[src/rtl/arith_pkg.sv]
// rtl/arith_pkg.sv - shared arithmetic-library types and constants
package arith_pkg;

  localparam int ARITH_WIDTH = 4;

  typedef enum logic [1:0] {
    IDLE  = 2'd0,
    SHIFT = 2'd1,
    DONE  = 2'd2
  } state_t;

endpackage

[src/rtl/full_subtractor.sv]
// rtl/full_subtractor.sv - one-bit combinational full subtractor (a - b - bin)
module full_subtractor (
  input  logic a,
  input  logic b,
  input  logic bin,
  output logic d,
  output logic bout
);

  assign d    = a ^ b ^ bin;
  assign bout = (~a & b) | (~(a ^ b) & bin);

endmodule

[src/rtl/serial_subtractor.sv]
// rtl/serial_subtractor.sv - bit-serial LSB-first subtractor with start/done handshake
module serial_subtractor
  import arith_pkg::*;
#(
  parameter int WIDTH = ARITH_WIDTH
) (
  input  logic             clk,
  input  logic             rst_n,
  input  logic             start,
  input  logic [WIDTH-1:0] A,
  input  logic [WIDTH-1:0] B,
  input  logic             Bin,
  output logic             busy,
  output logic             done,
  output logic [WIDTH-1:0] Diff,
  output logic             Bout,
  output logic             V
);

  localparam int CW = $clog2(WIDTH);

  state_t           state, state_next;
  logic [WIDTH-1:0] a_sh, b_sh;
  logic [WIDTH-2:0] res_sh;
  logic [CW-1:0]    cnt;
  logic             bw;
  logic             d_bit, bw_next;
  logic [WIDTH-1:0] next_res;
  logic             last;

  full_subtractor u_cell (
    .a    (a_sh[0]),
    .b    (b_sh[0]),
    .bin  (bw),
    .d    (d_bit),
    .bout (bw_next)
  );

  // Result builds from the top down; the WIDTH-th bit goes straight to Diff.
  assign next_res = {d_bit, res_sh};
  assign last     = (cnt == CW'(WIDTH - 1));
  assign busy     = (state != IDLE);
  assign done     = (state == DONE);

  always_ff @(posedge clk or negedge rst_n) begin
    if (!rst_n) state <= IDLE;
    else        state <= state_next;
  end

  always_comb begin
    state_next = state;
    case (state)
      IDLE:    if (start) state_next = SHIFT;
      SHIFT:   if (last)  state_next = DONE;
      DONE:    state_next = IDLE;
      default: state_next = IDLE;
    endcase
  end

  always_ff @(posedge clk or negedge rst_n) begin
    if (!rst_n) begin
      a_sh   <= '0;
      b_sh   <= '0;
      res_sh <= '0;
      cnt    <= '0;
      bw     <= 1'b0;
      Diff   <= '0;
      Bout   <= 1'b0;
      V      <= 1'b0;
    end else begin
      case (state)
        IDLE: begin
          if (start) begin
            a_sh   <= A;
            b_sh   <= B;
            bw     <= Bin;
            cnt    <= '0;
            res_sh <= '0;
          end
        end
        SHIFT: begin
          a_sh   <= {1'b0, a_sh[WIDTH-1:1]};
          b_sh   <= {1'b0, b_sh[WIDTH-1:1]};
          bw     <= bw_next;
          res_sh <= next_res[WIDTH-1:1];
          cnt    <= cnt + CW'(1);
          // On the last bit a_sh[0]/b_sh[0] are the operand MSBs.
          if (last) begin
            Diff <= next_res;
            Bout <= bw_next;
            V    <= (a_sh[0] ^ b_sh[0]) & (d_bit ^ a_sh[0]);
          end
        end
        default: ;
      endcase
    end
  end

endmodule
[config.mk]
export PLATFORM = sky130hd
export DESIGN_NAME = serial_subtractor
export DESIGN_NICKNAME = d
export VERILOG_FILES = /design/src/rtl/arith_pkg.sv /design/src/rtl/full_subtractor.sv /design/src/rtl/serial_subtractor.sv
export SDC_FILE = /design/constraint.sdc
export NUM_CORES = 1
export LEC_CHECK = 0
export CORE_ASPECT_RATIO = 1.4
export CORE_MARGIN = 5
export CORE_UTILIZATION = 45
export DETAILED_ROUTE_END_ITERATION = 10
export PLACE_DENSITY = 0.74
export SYNTH_ARGS = -nofsm -noshare
export SYNTH_HDL_FRONTEND = slang
export SYNTH_HIERARCHICAL = 1
export SYNTH_SLANG_ARGS = --single-unit
[constraint.sdc]
create_clock -name clk -period 3.1 [get_ports clk]
set_input_delay 0.62 -clock clk [delete_from_list [all_inputs] [get_ports clk]]
set_output_delay 0.62 -clock clk [all_outputs]
set_load 0.05 [all_outputs]
Word level (Yosys, flattened, before mapping)
Cells that the tools add are included.
{"block": "classes", "addsub": 1, "eq_ne": 5, "muxes": 13, "n_bitwise": 9, "reduce_logical": 6}
{"operator": "$pmux W4 S2", "count": 2}
{"operator": "$mux W4", "count": 2}
{"operator": "$pmux W2 S2", "count": 2}
{"operator": "$mux W2", "count": 3}
{"operator": "$pmux W3 S2", "count": 1}
{"operator": "$reduce_and A2 Y1", "count": 3}
{"operator": "$eq A2 B2 Y1 const B", "count": 2}
{"operator": "$ne A2 B2 Y1 const B", "count": 2}
{"operator": "$reduce_bool A2 Y1", "count": 2}
{"operator": "$and A1 B1 Y1", "count": 3}
{"operator": "$mux W3", "count": 1}
{"operator": "$xor A1 B1 Y1", "count": 3}
{"operator": "$add A2 B1 Y2 const B", "count": 1}
{"operator": "$eq A2 B1 Y1 const B", "count": 1}
{"operator": "$logic_not A2 Y1", "count": 1}
{"operator": "$not A1 Y1", "count": 2}
{"operator": "$pmux W1 S2", "count": 1}
{"operator": "$mux W1", "count": 1}
{"operator": "$or A1 B1 Y1", "count": 1}
{"block": "totals", "regBits": 22, "input_bits": 12, "out_inout_bits": 8, "elab_cells": 43}

Longest topological paths before layout
Gate-level depths: netlist (run 1).
{"block": "depth", "depth_word": 5, "mapped_depth": 5, "mapped_depth_nobuf": 5}

Hierarchy
Netlist (run 1), hierarchy kept.
{"module": "serial_subtractor", "instances": 1, "cells_each": 86, "area_each_um2": 998.5, "seq_area_each_um2": 550.5}
{"module": "full_subtractor", "instances": 1, "cells_each": 4, "area_each_um2": 31.3, "seq_area_each_um2": 0.0}

Worst setup path after synthesis (run 1)
Ideal clock, no wire load.
{"block": "synth_path", "path_kind": "flip-flop to output port", "startpoint": "register state[1]", "endpoint": "output done", "t_arrival_ns": 1.385, "t_required_ns": 2.480, "path_slack_ns": 1.095, "path_stages_with_launch": 3, "n_path_buf": 1, "path_cell_list": "dfrtp_1 -> clkbuf_1 -> nor2b_1"}
{"block": "synth_between", "elab_chain_len": 1}
{"element": "start, declared", "line": "serial_subtractor.sv:22", "text": "state_t state, state_next;"}
{"element": "start signal, assigned", "line": "serial_subtractor.sv:47", "text": "else state <= state_next;"}
{"element": "$eq A2 B2 Y1", "line": "serial_subtractor.sv:43", "text": "assign done = (state == DONE);"}
{"element": "end, declared", "line": "serial_subtractor.sv:14", "text": "output logic done,"}
No other way between the ends.

Worst setup path after layout (run 1)
{"block": "layout_path", "startpoint": "register state[0]", "endpoint": "output busy"}
{"block": "layout_between", "elab_chain_len": 1}
{"element": "$reduce_bool A2 Y1", "line": "serial_subtractor.sv:42", "text": "assign busy = (state != IDLE);"}
{"element": "end, declared", "line": "serial_subtractor.sv:13", "text": "output logic busy,"}
No other way between the ends.

==> results.tsv, run 1 <==
stage	metric	value	unit
clocking	cts-htree-levels	1	
global_route	grt_pass1_vias	703	
cells_and_area	post-route-util	58.0	%
routing	drc	0	
die	die_y	66.6	microns
routing	drt_pre_antenna_iters	4	
power_and_ir_drop	p_sw	521	uW
sta	rsz0062_at_grt	false	
global_route	grt_use_total	11.9	%
logic_synthesis	seq_area_frac_synth	53.5	%
clocking	cts_root_buffer	clkbuf_4	
worst_setup_path	cp-start-kind	flop	
logic_synthesis	synth_area_leaders	dfrtp_1 53%, mux2_2 6.6%, nor2b_1 5.5%	
logic_synthesis	syn_area_per_cell	11.4	sq um
worst_setup_path	path_cells	or2_2 > clkdlybuf4s50_1	
global_route	grt_pass1_wl	3.12	mm
global_route	grt_max_degree	23	
sta	period_minus_slack	2.59	ns
worst_setup_path	required	2.48	ns
power_and_ir_drop	power.density	1050	nW/um^2
power_and_ir_drop	power_frac_comb	44.7	%
cells_and_area	fill_cells	193	
worst_hold_path	hold_class	flop to flop	
cells_and_area	layout-drive-gt1-share	13.0	%
die	core-area	2180	sq um
worst_setup_path	worst-path-buf-inv	1	
power_and_ir_drop	leakage	0.572	nW
logic_synthesis	netlist_instances	90	
clocking	clk_pin_slew_worst_paths	0.12	ns
sta	skew	0.00407	ns
power_and_ir_drop	p_seq_share	38.9	%
logic_synthesis	syn-num-nets	104	
run_status	status	completed	
logic_synthesis	synthDominantCellAreaShare	53.5	%
worst_setup_path	cpMaxStageDelayCell	clkdlybuf4s50_1	
sta	finalSetupViolations	0	
power_and_ir_drop	internal-power	801	uW
place	dpl_cell_area	1210	sq um
cells_and_area	final_area	1260	sq um
power_and_ir_drop	switching_share	39.4	%
die	placementRows	20	
sta	worst_pin_slew	0.934	ns
cells_and_area	syn_to_final_growth	22.7	%
worst_setup_path	cp_top_family	buffers and inverters	
routing	via_per_inst	5.66	
die	die_w	50.4	microns
die	die_area	3360	sq um
logic_synthesis	yosysWarnings	6	
routing	ant_nets	0	
cells_and_area	diodes	0	
sta	clock.fmax	0.386	GHz
global_route	grt_antenna_before_repair	0	
place	dp_hpwl	1.29	mm
flow_run	cap_violations	0	
die	io_pins	20	
clocking	cts_setup_buffers	0	
logic_synthesis	netlist-cell-type-count	23	
clocking	numCtsBuffers	3	
routing	drt_iter0_drc	20	
routing	routed_wl	1.76	mm
cells_and_area	num-nets-final	123	
logic_synthesis	ys_ff_latch	22	
routing	vias	736	
power_and_ir_drop	clkPwrFrac	16.4	%
sta	tns	0	ns
clocking	cts.repair.resized	0	
worst_setup_path	slowest_delay	0.79	ns
global_route	overflow	0	
sta	finalMaxSlewViolations	0	
routing	routedWlPerCell	13.5	microns
sta	slew_headroom	37.5	%
place	place.gp.congestion	0.733	
clocking	clock_latency	0.31	ns
power_and_ir_drop	irDropWorstVdd	0.450	mV
clocking	cts_buffer_depth	2	
die	start_util	47.3	%
sta	finalCritPeriodShare	83.6	%
sta	finalHoldViolCount	0	
worst_setup_path	cp.arrival	1.97	ns
clocking	cts.sinks	22	
logic_synthesis	netlist_area	1030	sq um
worst_setup_path	end_kind	primary output	
clocking	cts_tree	yes	
clocking	postCtsHoldBufs	0	
worst_setup_path	path_class	flop to primary output	
logic_synthesis	synth_area_leader_cell	dfrtp_1	
place	portBuffers	19	
sta	hold-worst-slack	0.494	ns
worst_setup_path	critPathMaxFanout	16	
## layer usage
layer,share of wire (%),up-vias,routed length (microns),track usage [%]
li1,-,350,-,-
met1,44,356,782,16.0
met3,7.0,4,124,2.24
met5,0,-,0,0
met4,1.9,0,33,4.79
met2,47,26,818,18.6
## layout by cell type (no fill, tap or decap)
cell,synthesis,layout
dfrtp_1,22,22
clkdlybuf4s50_1,0,19
nor2b_1,9,9
o21ai_0,9,9
a21oi_1,8,8
a22oi_1,7,7
inv_1,6,6
mux2_2,6,6
nand2_1,4,4
a22o_1,4,4
clkbuf_4,0,3
or2_2,1,1
and2b_4,1,1
and2b_1,1,1
o21bai_2,1,1
nor2_1,1,1
nand3b_4,1,1
nor3b_1,1,1
a32o_1,1,1
ha_1,1,1
bufinv_16,0,1
fa_1,1,1
## state kept, by name, indices dropped and copies added, names as in the netlist
name    count
Bout        1
V           1
cnt         2
b_sh        4
a_sh        4
bw          1
res_sh      3
state       2
Diff        4
## metrics by stage
| stage | worst slack, ns | total power [mW] | cells |
|---|---|---|---|
| after floorplan | 1.10 | 0.979 | 90 |
| after global placement | 0.883 | 1.10 | 126 |
| after detailed placement | 0.854 | 1.12 | 126 |
| after CTS | 0.493 | 1.34 | 130 |
| after global routing | 0.413 | 1.42 | 130 |
| final | 0.507 | 1.32 | 130 |
## synthesized netlist by cell type
library cell  count
o21ai_0           9
buf_6             2
fa_1              1
dfrtp_1          22
and2b_1           1
nor3b_1           1
and2b_4           1
a22o_1            4
ha_1              1
a22oi_1           7
clkbuf_1          1
nor2_1            1
nand3b_4          1
a32o_1            1
inv_1             6
or2_2             1
o21bai_2          1
buf_2             1
clkbuf_2          1
nand2_1           4
nor2b_1           9
a21oi_1           8
mux2_2            6
## power by group through the flow
stage | logic [mW] | clock network [mW] | registers, mW
6_report | 0.591 | 0.217 | 0.514
5_1_grt | 0.649 | 0.236 | 0.537
4_1_cts | 0.599 | 0.221 | 0.515
3_5_place_dp | 0.598 | 0 | 0.522
3_3_place_gp | 0.586 | 0 | 0.516
2_1_floorplan | 0.398 | 0 | 0.581
## worst min-delay path: stages (launching register included)
cell and delay [ns]:
dfrtp_1 0.36, nand2_1 0.04, o21ai_0 0.06
## final timing paths
kind                          start      end  slack (ns)  cells after the start
max                        state[0]     busy        0.51                      2
min                               V        V        0.49                      2
max reg2reg                state[0]       bw        1.45                      3
min reg2reg                       V        V        0.49                      2
max in group asynchronous     rst_n     Bout        1.72                      1
min in group asynchronous     rst_n  Diff[0]        0.82                      1
## cells by family after synthesis
group	Yosys count	share of synthesized area, %
buf+inv	11	5.71
fa+ha+maj	2	3.16
compound gates	30	18.8
mux	6	6.56
simple gates	19	12.3
flops	22	53.5
## area by class of cell
| cell class | count | area (sq um) | area share (%) |
|---|---|---|---|
| sequential | 22 | 551 | 43.6 |
| multi-input combinational | 57 | 420 | 33.3 |
| timing repair buffer | 19 | 190 | 15.0 |
| clock inverter | 1 | 30.0 | 2.38 |
| tap | 22 | 27.5 | 2.18 |
| clock buffer | 3 | 22.5 | 1.78 |
| inverter | 6 | 22.5 | 1.78 |
Power figures use the tool's default switching activity.
==> inputs of run 2 (changes only) <==
PLACE_DENSITY = 0.77   (was 0.74)
clock period = 2.2 ns   (was 3.1 ns; I/O delays follow)
==> results.tsv, run 2 (synthesis results as in run 1) <==
stage	metric	value	unit	change
die	start_util	47.3	%	unchanged
power_and_ir_drop	leakage	0.573	nW	was 0.572 nW
place	portBuffers	19		unchanged
flow_run	cap_violations	0		unchanged
routing	via_per_inst	5.60		was 5.66
global_route	grt_pass1_wl	3.43	mm	was 3.12 mm
routing	vias	733		was 736
sta	finalSetupViolations	0		unchanged
sta	clock.fmax	0.526	GHz	
cells_and_area	diodes	0		unchanged
sta	finalMaxSlewViolations	0		unchanged
worst_setup_path	r2r_cells	3		unchanged
sta	period_minus_slack	1.90	ns	
worst_setup_path	end_kind	primary output		unchanged
worst_setup_path	r2r_start	state[0]		unchanged
cells_and_area	post-route-util	57.4	%	was 58.0%
global_route	grt_antenna_before_repair	0		unchanged
cells_and_area	layout-drive-gt1-share	15.6	%	was 13.0%
die	core-area	2180	sq um	unchanged
sta	hold-worst-slack	0.470	ns	was 0.494 ns
clocking	numCtsBuffers	3		unchanged
power_and_ir_drop	power.density	1430	nW/um^2	was 1050 nW/um^2
worst_setup_path	path_class	flop to primary output		unchanged
routing	drt_iter0_drc	9		was 20
worst_setup_path	slowest_delay	0.59	ns	was 0.79 ns
cells_and_area	largest_registers	Diff (4), a_sh (4), b_sh (4)		unchanged
worst_setup_path	path_cells	or2_2 > buf_4		was or2_2 > clkdlybuf4s50_1
worst_setup_path	critPathMaxFanout	16		unchanged
die	die_w	50.4	microns	unchanged
place	dp_hpwl	1.43	mm	was 1.29 mm
routing	routedWlPerCell	14.7	microns	was 13.5 microns
sta	finalCritPeriodShare	86.4	%	
clocking	cts_tree	yes		unchanged
routing	dr_wl_met2	908	microns	was 818 microns
routing	drt_pre_antenna_iters	4		unchanged
global_route	overflow	0		unchanged
power_and_ir_drop	power_frac_comb	46.8	%	was 44.7%
worst_setup_path	r2r_end	a_sh[1]		was bw
clocking	cts.sinks	22		unchanged
routing	dr.max_layer_used	met4		unchanged
global_route	grt_max_degree	23		unchanged
cells_and_area	syn_to_final_growth	21.4	%	was 22.7%
power_and_ir_drop	switching_share	41.6	%	was 39.4%
die	io_pins	20		unchanged
clocking	cts-htree-levels	1		unchanged
place	place.gp.congestion	0.751		was 0.733
die	die_area	3360	sq um	unchanged
run_status	status	completed		unchanged
clocking	postCtsHoldBufs	0		unchanged
die	placementRows	20		unchanged
worst_setup_path	cp-start-kind	flop		unchanged
sta	slew_headroom	55.4	%	was 37.5%
routing	drc	0		unchanged
sta	rsz0062_at_grt	false		unchanged
routing	ant_nets	0		unchanged
power_and_ir_drop	p_seq_share	40.9	%	was 38.9%
die	die_y	66.6	microns	unchanged
worst_hold_path	hold_class	input pin to async pin		was flop to flop
sta	worst_pin_slew	0.668	ns	was 0.934 ns
clocking	cts_setup_buffers	0		unchanged
sta	finalHoldViolCount	0		unchanged
power_and_ir_drop	internal-power	1.04	mW	was 801 uW
sta	tns	0	ns	unchanged
place	dpl.cell_count	127		was 126
clocking	cts.repair.resized	0		unchanged
global_route	grt_pass1_vias	754		was 703
sta	skew	0.00349	ns	was 0.00407 ns
cells_and_area	most-common-layout-cells	22 x dfrtp_1, 17 x clkdlybuf4s50_1, 9 x nor2b_1, 9 x o21ai_0, 8 x a21oi_1		was 22 x dfrtp_1, 19 x clkdlybuf4s50_1, 9 x nor2b_1, 9 x o21ai_0, 8 x a21oi_1
place	dp_slack	0.485	ns	was 0.854 ns
cells_and_area	num-nets-final	124		was 123
routing	routed-wl-met3	111	microns	was 124 microns
worst_setup_path	required	1.76	ns	was 2.48 ns
clocking	clk_pin_slew_worst_paths	0.12	ns	about the same
worst_setup_path	cpMaxStageDelayCell	dfrtp_1		was clkdlybuf4s50_1
routing	routed_wl	1.93	mm	was 1.76 mm
cells_and_area	layout_commonest_cell	dfrtp_1		unchanged
cells_and_area	instances_no_fill	131		was 130
worst_setup_path	cp.arrival	1.46	ns	was 1.97 ns
worst_setup_path	r2r_slack	0.55	ns	was 1.45 ns
routing	drt-met1-wl	867	microns	was 782 microns
power_and_ir_drop	p_sw	744	uW	was 521 uW
clocking	clock_latency	0.30	ns	was 0.31 ns
power_and_ir_drop	irDropWorstVdd	0.763	mV	was 0.450 mV
clocking	cts_root_buffer	clkbuf_4		unchanged
global_route	grt_use_total	13.3	%	was 11.9%
sta	finalWorstSetupSlack	0.299	ns	was 0.507 ns
power_and_ir_drop	clkPwrFrac	12.3	%	was 16.4%
clocking	cts_buffer_depth	2		unchanged
run 2: cell types whose count changed in the layout (fill, tap and decap cells not counted):
cell | previous run | this run
buf_4 | 0 | 3
clkdlybuf4s50_1 | 19 | 17
clkbuf_8 | 0 | 1
bufinv_16 | 1 | 0
run 2: layer usage:
layer	track usage, %	vias to the layer above
li1	-	349
met1	17.4	362
met2	20.1	18
met3	3.58	4
met4	6.39	0
met5	0	-
run 2: area by class of cell:
cell class,instances,area [sq um]
Tap cell,22,27.5
Inverter,6,22.5
Multi-Input combinational cell,57,420
Clock buffer,4,36.3
Fill cell,199,927
Sequential cell,22,551
Timing Repair Buffer,20,193
run 2: through the flow:
| step | power (mW) | area (sq um) |
|---|---|---|
| floorplan | 1.38 | 1030 |
| global placement | 1.55 | 1210 |
| detailed placement | 1.58 | 1210 |
| CTS | 1.80 | 1250 |
| global route | 1.93 | 1250 |
| finish | 1.79 | 1250 |
run 2: power by group through the flow:
stage | logic, mW | clock network (mW) | registers (mW)
after floorplan | 0.561 | 0 | 0.818
after global placement | 0.819 | 0 | 0.732
after detailed placement | 0.841 | 0 | 0.740
after CTS | 0.844 | 0.228 | 0.730
after global routing | 0.919 | 0.250 | 0.764
final | 0.837 | 0.220 | 0.731
run 2: critical path, delay by kind of cell, from the launching register on:
family	cells	cell delay (ns)
buffers and inverters	1	0.19
DFF	1	0.59
and+or+nand+nor	1	0.37
run 2: how the worst max path moves through the flow:
stage                     startpoint      end  slack (ns)  depth (start not counted)
after global placement         start   cnt[0]        0.53                          3
after CTS                    Diff[3]  Diff[3]        0.28                          1
after detailed placement       start   cnt[0]        0.49                          3
after floorplan             state[1]     done        0.38                          2
after global routing        state[0]     busy        0.21                          2
final                       state[0]     busy        0.30                          2
==> inputs of run 3 (changes only) <==
PLACE_DENSITY = 0.74   (was 0.77)
RECOVER_POWER = 50   (was not set)
==> results.tsv, run 3 (synthesis results as in run 1) <==
stage	metric	value	unit	change
cells_and_area	syn_to_final_growth	21.0	%	was 21.4%
worst_setup_path	path_cells	clkdlybuf4s50_1		was or2_2 > buf_4
power_and_ir_drop	p_total	1.87	mW	was 1.79 mW
clocking	postCtsHoldBufs	0		unchanged
place	place.gp.congestion	0.757		was 0.751
clocking	cts_buffer_depth	2		unchanged
routing	ant_nets	0		unchanged
sta	finalCritPeriodShare	87.4	%	was 86.4%
sta	clock.fmax	0.520	GHz	was 0.526 GHz
worst_setup_path	end_kind	primary output		unchanged
global_route	grt_max_degree	23		unchanged
die	io_pins	20		unchanged
sta	finalMaxSlewViolations	0		unchanged
power_and_ir_drop	p_sw	751	uW	was 744 uW
routing	drt_iter0_drc	16		was 9
worst_setup_path	cp.arrival	1.48	ns	was 1.46 ns
worst_hold_path	hold_class	flop to flop		was input pin to async pin
clocking	cts-htree-levels	1		unchanged
clocking	cts_tree	yes		unchanged
cells_and_area	layout-drive-gt1-share	12.8	%	was 15.6%
cells_and_area	num-nets-final	124		unchanged
power_and_ir_drop	clkPwrFrac	16.6	%	was 12.3%
worst_setup_path	critPathMaxFanout	2		was 16
place	dpl.cell_count	127		unchanged
clocking	cts.sinks	22		unchanged
flow_run	cap_violations	0		unchanged
sta	slew_headroom	21.9	%	was 55.4%
sta	finalWorstSetupSlack	0.278	ns	was 0.299 ns
sta	tns	0	ns	unchanged
global_route	grt_use_total	13.3	%	about the same
clocking	cts_root_buffer	clkbuf_4		unchanged
sta	finalSetupViolations	0		unchanged
place	dp_slack	0.467	ns	was 0.485 ns
routing	via_per_inst	5.68		was 5.60
cells_and_area	diodes	0		unchanged
global_route	grt_pass1_vias	768		was 754
die	die_y	66.6	microns	unchanged
power_and_ir_drop	leakage	0.556	nW	was 0.573 nW
worst_setup_path	worst-path-buf-inv	1		unchanged
die	placementRows	20		unchanged
sta	period_minus_slack	1.92	ns	was 1.90 ns
worst_setup_path	cp_top_family	buffers and inverters		was flip-flops
sta	finalHoldViolCount	0		unchanged
routing	drt_pre_antenna_iters	4		unchanged
power_and_ir_drop	internal-power	1.11	mW	was 1.04 mW
power_and_ir_drop	power.density	1500	nW/um^2	was 1430 nW/um^2
sta	worst_pin_slew	1.17	ns	was 0.668 ns
cells_and_area	layout_commonest_cell	dfrtp_1		unchanged
worst_setup_path	cpMaxStageDelayCell	clkdlybuf4s50_1		was dfrtp_1
cells_and_area	instances_no_fill	131		unchanged
place	portBuffers	19		unchanged
clocking	clock_latency	0.31	ns	was 0.30 ns
die	die_w	50.4	microns	unchanged
worst_setup_path	path_class	flop to primary output		unchanged
sta	rsz0062_at_grt	false		unchanged
place	dp_hpwl	1.44	mm	was 1.43 mm
cells_and_area	largest_registers	Diff (4), a_sh (4), b_sh (4)		unchanged
power_and_ir_drop	irDropWorstVdd	0.881	mV	was 0.763 mV
power_and_ir_drop	power_frac_comb	44.3	%	was 46.8%
global_route	overflow	0		unchanged
clocking	numCtsBuffers	3		unchanged
global_route	grt_pass1_wl	3.50	mm	was 3.43 mm
die	die_area	3360	sq um	unchanged
routing	vias	744		was 733
clocking	clk_pin_slew_worst_paths	0.13	ns	was 0.12 ns
clocking	cts.repair.resized	0		unchanged
sta	skew	0.0107	ns	was 0.00349 ns
power_and_ir_drop	switching_share	40.3	%	was 41.6%
worst_setup_path	cp-start-kind	flop		unchanged
run_status	status	completed		unchanged
worst_setup_path	required	1.76	ns	about the same
die	start_util	47.3	%	unchanged
routing	drc	0		unchanged
cells_and_area	most-common-layout-cells	22 x dfrtp_1, 15 x clkdlybuf4s50_1, 9 x nor2b_1, 9 x o21ai_0, 8 x a21oi_1		was 22 x dfrtp_1, 17 x clkdlybuf4s50_1, 9 x nor2b_1, 9 x o21ai_0, 8 x a21oi_1
clocking	cts_setup_buffers	0		unchanged
routing	routed_wl	2.00	mm	was 1.93 mm
worst_setup_path	slowest_delay	0.80	ns	was 0.59 ns
die	core-area	2180	sq um	unchanged
global_route	grt_antenna_before_repair	0		unchanged
power_and_ir_drop	p_seq_share	39.1	%	was 40.9%
routing	routedWlPerCell	15.3	microns	was 14.7 microns
==> run 3: cell types whose count changed in the layout (fill, tap and decap cells not counted) <==
| cell | previous run | this run |
|---|---|---|
| o21bai_1 | 0 | 1 |
| clkbuf_1 | 0 | 1 |
| clkbuf_8 | 1 | 0 |
| bufinv_16 | 0 | 1 |
| nand3b_4 | 1 | 0 |
| o21bai_2 | 1 | 0 |
| dlygate4sd3_1 | 0 | 2 |
| nand3b_1 | 0 | 1 |
| clkdlybuf4s50_1 | 17 | 15 |
| buf_4 | 3 | 2 |
==> run 3: power groups by stage <==
| stage | clock network, mW | logic, mW | registers (mW) |
|---|---|---|---|
| CTS | 0.319 | 0.848 | 0.736 |
| floorplan | 0 | 0.561 | 0.818 |
| global placement | 0 | 0.819 | 0.734 |
| global route | 0.336 | 0.906 | 0.753 |
| finish | 0.310 | 0.827 | 0.729 |
| detailed placement | 0 | 0.847 | 0.743 |
==> run 3: worst paths after layout <==
kind | from | end | slack [ns] | depth (start not counted)
min in group asynchronous | rst_n | Diff[2] | 0.87 | 2
max in group asynchronous | rst_n | cnt[0] | 0.63 | 2
worst max register to register | state[0] | b_sh[0] | 0.61 | 3
worst min register to register | V | V | 0.49 | 2
worst max-delay path | Bout | Bout | 0.28 | 1
worst min-delay path | V | V | 0.49 | 2
==> run 3: cell type report <==
type | instances | area (sq um)
multi-input combinational | 57 | 404
clock buffer | 3 | 22.5
sequential | 22 | 551
clock inverter | 1 | 30.0
fill | 188 | 931
inverter | 6 | 22.5
tap | 22 | 27.5
timing repair buffer | 20 | 189
==> run 3: metal layers <==
| layer | part of all wire [%] | global-route usage [%] | vias up |
|---|---|---|---|
| li1 | - | - | 353 |
| met2 | 50 | 22.2 | 23 |
| met1 | 44 | 17.1 | 366 |
| met3 | 5.6 | 1.57 | 2 |
| met5 | 0 | 0 | - |
| met4 | 0.80 | 5.75 | 0 |
==> run 3: stage by stage <==
stage,area [sq um],util [%],hold slack (ns)
3_3_place_gp,1210,55.7,0.464
4_1_cts,1270,58.2,0.466
3_5_place_dp,1210,55.7,0.472
6_report,1250,57.2,0.495
5_1_grt,1250,57.2,0.538
2_1_floorplan,1030,-,0.144
